### src/rtl/mode_transition_ctrl.sv
// rtl/mode_transition_ctrl.sv - operating-mode sequencer with legal-transition check, dwell and lockout
//
// Ports:
//   clk, rst_n          clock (posedge) and synchronous active-low reset
//   req_valid/req_mode  mode-change request (3-bit mode)
//   req_ready           a request can be accepted this cycle
//   clr_lockout         releases lockout; ignored outside lockout
//   mode_out            current mode, registered
//   busy                dwell in progress
//   err                 one-cycle pulse after a rejected request or a corrupted mode
//   lockout             controller is locked out
//   illegal_total       (MODE_AUDIT_EN) saturating count of rejected requests
//   last_bad_mode       (MODE_AUDIT_EN) req_mode of the latest rejected request
//
// Optional feature macro: MODE_AUDIT_EN
module mode_transition_ctrl #(
    parameter int DWELL_CYCLES = 4,
    parameter int MAX_ILLEGAL  = 3
) (
    input  logic       clk,
    input  logic       rst_n,
    input  logic       req_valid,
    input  logic [2:0] req_mode,
    output logic       req_ready,
    input  logic       clr_lockout,
    output logic [2:0] mode_out,
    output logic       busy,
    output logic       err,
`ifdef MODE_AUDIT_EN
    output logic [7:0] illegal_total,
    output logic [2:0] last_bad_mode,
`endif
    output logic       lockout
);

    localparam logic [2:0] M_IDLE     = 3'd0;
    localparam logic [2:0] M_INIT     = 3'd1;
    localparam logic [2:0] M_RUN      = 3'd2;
    localparam logic [2:0] M_PAUSE    = 3'd3;
    localparam logic [2:0] M_SHUTDOWN = 3'd4;

    // The counter is reloaded with DWELL_CYCLES-1 and the state leaves DWELL
    // on the edge where it reads zero, giving exactly DWELL_CYCLES busy cycles.
    localparam logic [7:0] DWELL_LOAD = 8'(DWELL_CYCLES - 1);
    localparam logic [3:0] ILL_LIMIT  = 4'(MAX_ILLEGAL);

    typedef enum logic [1:0] {
        S_READY = 2'd0,
        S_DWELL = 2'd1,
        S_LOCK  = 2'd2
    } state_t;

    state_t     state_q, state_d;
    logic [2:0] mode_q, mode_d;
    logic [7:0] dwell_q, dwell_d;
    logic [3:0] ill_q, ill_d;
    logic       err_q, err_d;
    logic       reject;

    function automatic logic legal_step(input logic [2:0] from, input logic [2:0] to);
        logic ok;
        ok = 1'b0;
        case (from)
            M_IDLE:     ok = (to == M_INIT);
            M_INIT:     ok = (to == M_RUN)   || (to == M_IDLE);
            M_RUN:      ok = (to == M_PAUSE) || (to == M_SHUTDOWN);
            M_PAUSE:    ok = (to == M_RUN)   || (to == M_SHUTDOWN);
            M_SHUTDOWN: ok = (to == M_IDLE);
            default:    ok = 1'b0;
        endcase
        return ok;
    endfunction

    always_ff @(posedge clk) begin
        if (!rst_n) begin
            state_q <= S_READY;
            mode_q  <= M_IDLE;
            dwell_q <= 8'd0;
            ill_q   <= 4'd0;
            err_q   <= 1'b0;
        end else begin
            state_q <= state_d;
            mode_q  <= mode_d;
            dwell_q <= dwell_d;
            ill_q   <= ill_d;
            err_q   <= err_d;
        end
    end

    always_comb begin
        state_d = state_q;
        mode_d  = mode_q;
        dwell_d = dwell_q;
        ill_d   = ill_q;
        err_d   = 1'b0;
        reject  = 1'b0;
        if (mode_q > M_SHUTDOWN) begin
            // Corrupted mode register: park safely regardless of state or inputs.
            state_d = S_LOCK;
            mode_d  = M_SHUTDOWN;
            err_d   = 1'b1;
        end else begin
            case (state_q)
                S_READY: begin
                    if (req_valid) begin
                        if (req_mode == mode_q) begin
                            ill_d = 4'd0;
                        end else if (legal_step(mode_q, req_mode)) begin
                            mode_d  = req_mode;
                            ill_d   = 4'd0;
                            dwell_d = DWELL_LOAD;
                            state_d = S_DWELL;
                        end else begin
                            reject = 1'b1;
                            err_d  = 1'b1;
                            ill_d  = (ill_q == 4'hF) ? ill_q : ill_q + 4'd1;
                            if (ill_d >= ILL_LIMIT) begin
                                state_d = S_LOCK;
                                mode_d  = M_SHUTDOWN;
                            end
                        end
                    end
                end
                S_DWELL: begin
                    if (dwell_q == 8'd0) begin
                        state_d = S_READY;
                    end else begin
                        dwell_d = dwell_q - 8'd1;
                    end
                end
                S_LOCK: begin
                    mode_d = M_SHUTDOWN;
                    if (clr_lockout) begin
                        mode_d  = M_IDLE;
                        ill_d   = 4'd0;
                        state_d = S_READY;
                    end
                end
                default: begin
                    state_d = S_LOCK;
                    mode_d  = M_SHUTDOWN;
                end
            endcase
        end
    end

`ifdef MODE_AUDIT_EN
    always_ff @(posedge clk) begin
        if (!rst_n) begin
            illegal_total <= 8'd0;
            last_bad_mode <= 3'd0;
        end else if (reject) begin
            if (illegal_total != 8'hFF) begin
                illegal_total <= illegal_total + 8'd1;
            end
            last_bad_mode <= req_mode;
        end
    end
`endif

    assign req_ready = (state_q == S_READY);
    assign busy      = (state_q == S_DWELL);
    assign lockout   = (state_q == S_LOCK);
    assign mode_out  = mode_q;
    assign err       = err_q;

endmodule

### config.mk
export PLATFORM = sky130hd
export DESIGN_NAME = mode_transition_ctrl
export DESIGN_NICKNAME = d
export VERILOG_FILES = /design/src/rtl/mode_transition_ctrl.sv
export SDC_FILE = /design/constraint.sdc
export NUM_CORES = 1
export LEC_CHECK = 0
export ABC_AREA = 1
export CAP_MARGIN = 20
export CORE_MARGIN = 2
export CORE_UTILIZATION = 56
export DETAILED_ROUTE_END_ITERATION = 8
export PLACE_DENSITY_LB_ADDON = 0.12
export SYNTH_ARGS = -nofsm -noshare
export SYNTH_HDL_FRONTEND = slang
export SYNTH_SLANG_ARGS = --single-unit
### constraint.sdc
create_clock -name clk -period 2.2 [get_ports clk]
set_input_delay 0.22 -clock clk [delete_from_list [all_inputs] [get_ports clk]]
set_output_delay 0.22 -clock clk [all_outputs]
set_load 0.02 [all_outputs]
==> metrics.md <==
| Metric | Value |
|---|---|
| Antenna-violating nets left | `0` |
| Hold EP | `dwell_q[4]$_SDFFE_PN0P_` |
| Global route overflow | `0` |
| #FFs+latches synth | `18` |
| Max Clock Skew | `0.00676 ns` |
| Initial antenna violation count | `0` |
| Slew margin rel. | `0.713` |
| DR DRC count | `0` |
| RSZ-0062 raised after global routing | `no` |
| Syn avg cell area | `around 6.6 sq um` |
| Final hold violations | `0` |
| Post-Synth XOR/XNOR Area | `0.0329` |
| Power share of the clock group | `0.117` |
| R2r setup slk | `0.42 ns` |
| Simple-gate share of the synthesized area | `0.485` |
| Via count | `around 1.3k` |
| Total CTS buffers | `3` |
| Post-DP HPWL | `about 2.2 mm` |
| Initial Utilization | `0.597` |
| Core Rows | `17` |
| DIE WIDTH | `approximately 53 microns` |
| PwrDens | `about 1200 nW/um^2` |
| Critical path startpoint category | `register` |
| Psw | `approximately 0.89 mW` |
| Worst path required time | `between 1.5 and 2 ns` |
| Final #Nets | `about 230` |
| DR iter-0 viols | `37` |
| Post-synthesis sequential area ratio | `0.270` |
| Worst-skew pair later-pin latency | `roughly 0.30 ns` |
| Area grow syn2layout | `16.0%` |
| Drt total wl | `about 2.9 mm` |
| Library cells used by synthesis | `32` |
| Vias in the first global route | `1,164` |
| Layout cell share with drive strength beyond 1 | `0.196` |
| Synth Cell Area | `between 1000 and 1500 sq um` |
| Slew @ Worst Pin | `0.427 ns` |
| Hold Path Origin | `dwell_q[4]$_SDFFE_PN0P_` |
| Worst Hold Depth | `2` |
| Period utilization | `0.839` |
| Final Instance Area | `about 1500 sq um` |
| Crit. End Element | `primary output` |
| I/O Buffers | `13` |
| Mux cell area share after synthesis | `0` |
| Detailed Routing Iterations Pass 1 | `4` |
| Global-route wire length before repair | `4.84 mm` |
| Status | `complete, no violations` |
| Post-route setup TNS | `0 ns` |
| Root Buffer | `clkbuf_4` |
| Final setup fails | `0` |
| HP Class | `register to register` |
| Largest net degree at the start of global routing | `11` |
| Clk buf depth | `2` |
| Leak | `between 0.7 and 0.8 nW` |
| Synth Warn # | `0` |
| Ant. Diodes | `0` |
| Vias/cell | `5.36` |
| CTS-repair resized insts | `0` |
| Area occupied by multi-input gates | `slightly below 900 sq um` |
| Max-cap violations | `0` |
| Synth Instances | `approximately 200` |
| Reg2reg start | `dwell_q[0]$_SDFFE_PN0P_` |
| Switch share | `0.496` |
| Placed inst area | `between 1500 and 2000 sq um` |
| Final core utilization | `0.692` |
| Internal power | `0.900 mW` |
| Comb power frac | `0.624` |
| Depth of the CTS H-tree | `1` |
| Final Max Tran Viols | `0` |
| Drt wl/cell | `~12 microns` |
| Fin crit period | `about 1.8 ns` |
| Adder-cell share of the synthesized area | `0.0188` |
| Seq pwr share | `0.259` |
| Storage element area | `360 sq um` |
| Ports | `14` |
| Full die area | `roughly 2800 sq um` |
| Compound-cell area share of the yosys netlist | `0.115` |
| Power Total | `1.79 mW` |
| Post-Syn Nets | `210` |
| Largest family of logic cells by synthesized area | `simple AND/OR/NAND/NOR gates` |
| GRT Total Usage | `0.235` |
| Max Freq | `about 540 MHz` |
| Peak supply drop | `just under 0.0009 V` |
| Crit-path max FO | `5` |
| Hold_buf cts | `0` |
| CTS tree | `done` |
| Core area | `roughly 2200 sq um` |
| CP Class | `register to primary output` |
| Filler cell count | `195` |
| Gp weighted congestion | `0.872` |
| Critical Path AT | `about 1.6 ns` |
| R2R cell count | `11` |
| Reg-to-Reg End | `dwell_q[0]$_SDFFE_PN0P_` |
| Clock sink count | `18` |
| Setup repair bufs after CTS | `0` |
| Worst-path clk slew | `around 0.11 ns` |
| Die height | `between 50 and 60 microns` |
-- critical path: stages, from the launching register on --
cell and delay, ns:
dfxtp_1 0.45, inv_1 0.08, nor2_1 0.16, clkdlybuf4s50_1 0.63
-- cell usage after synthesis --
library cell / number / area (sq um)
nor2_4: 1 / 11.3
nand3b_1: 3 / 22.5
a21oi_2: 6 / 52.6
nand2_8: 2 / 40.0
inv_1: 18 / 67.6
nor3_2: 1 / 10.0
a21boi_1: 1 / 7.51
nand4_1: 6 / 37.5
nor2_1: 29 / 109
or2_1: 1 / 6.26
nand4_2: 1 / 12.5
nand2_4: 2 / 22.5
inv_2: 7 / 26.3
o21a_1: 1 / 7.51
a21oi_1: 9 / 45.0
clkbuf_1: 1 / 3.75
ha_1: 2 / 25.0
nor3_1: 3 / 15.0
or3_4: 1 / 11.3
or2_2: 1 / 6.26
xor2_1: 4 / 35.0
nand2_2: 8 / 50.1
o21ai_0: 2 / 10.0
nand2_1: 42 / 158
or2_4: 1 / 8.76
o21ai_1: 3 / 15.0
o21ai_4: 1 / 16.3
nor2_2: 4 / 25.0
xnor2_1: 1 / 8.76
dfxtp_1: 18 / 360
nand3_1: 20 / 100
inv_4: 1 / 6.26
-- state kept, by name, indices dropped and copies added (netlist names) --
register	cells
ill_q	4
dwell_q	8
mode_out	3
err	1
state_q	2
-- kinds of logic after synthesis --
logic type,after synthesis
AND/OR/NAND/NOR,126
buffers and inverters,27
AO/OA/AOI/OAI,23
flip-flops,18
XOR/XNOR,5
adder cells (fa/ha/maj),2
-- per-layer routing --
metal | GRT usage | routed length (microns) | vias up
met5 | 0 | 0 | -
met4 | 0.0855 | 18 | 0
met3 | 0.0371 | 137 | 3
met2 | 0.394 | 1350 | 40
met1 | 0.300 | 1350 | 595
li1 | - | - | 687
-- area by class of cell --
cell class / instances / share of cell area
clock buffers: 4 / 0.0235
multi-input cells: 156 / 0.562
inverters: 26 / 0.0648
flip-flops and latches: 18 / 0.233
well taps: 28 / 0.0227
repair buffers: 15 / 0.0939
-- through the flow --
stage	cells	setup slack, ns	hold WS [ns]
CTS	247	0.359	0.490
floorplan	201	0.615	0.340
finish	247	0.355	0.489
detailed placement	243	0.267	0.472
global route	247	0.243	0.506
global placement	243	0.314	0.464
-- power groups by stage --
stage	Combinational [mW]	Sequential, mW	Clock [mW]
2_1_floorplan	0.832	0.478	0
6_report	1.11	0.462	0.209
4_1_cts	1.11	0.460	0.215
3_5_place_dp	1.11	0.468	0
5_1_grt	1.24	0.470	0.226
3_3_place_gp	1.09	0.463	0
-- placed cells by master, fill, tap and decap left out, drive strengths merged --
cell type	n
a21oi	15
o21a	1
dfxtp	18
nor3	4
nand4	7
o21ai	6
buf	2
or3	1
clkbuf	4
nand3	20
or2	3
xnor2	1
ha	2
nand2	54
nand3b	3
inv	26
xor2	4
clkdlybuf4s50	13
nor2	34
a21boi	1
-- how the worst max path moves through the flow --
stage | endpoint | start | slack, ns
global placement | dwell_q[0]$_SDFFE_PN0P_ | req_mode[1] | 0.31
finish | lockout | state_q[1]$_SDFFE_PN0P_ | 0.35
detailed placement | dwell_q[0]$_SDFFE_PN0P_ | req_mode[1] | 0.27
CTS | lockout | state_q[1]$_SDFFE_PN0P_ | 0.36
global route | dwell_q[1]$_SDFFE_PN0P_ | dwell_q[0]$_SDFFE_PN0P_ | 0.24
floorplan | dwell_q[0]$_SDFFE_PN0P_ | mode_out[2]$_SDFFE_PN0P_ | 0.62
(Power assumes the default switching activity.)
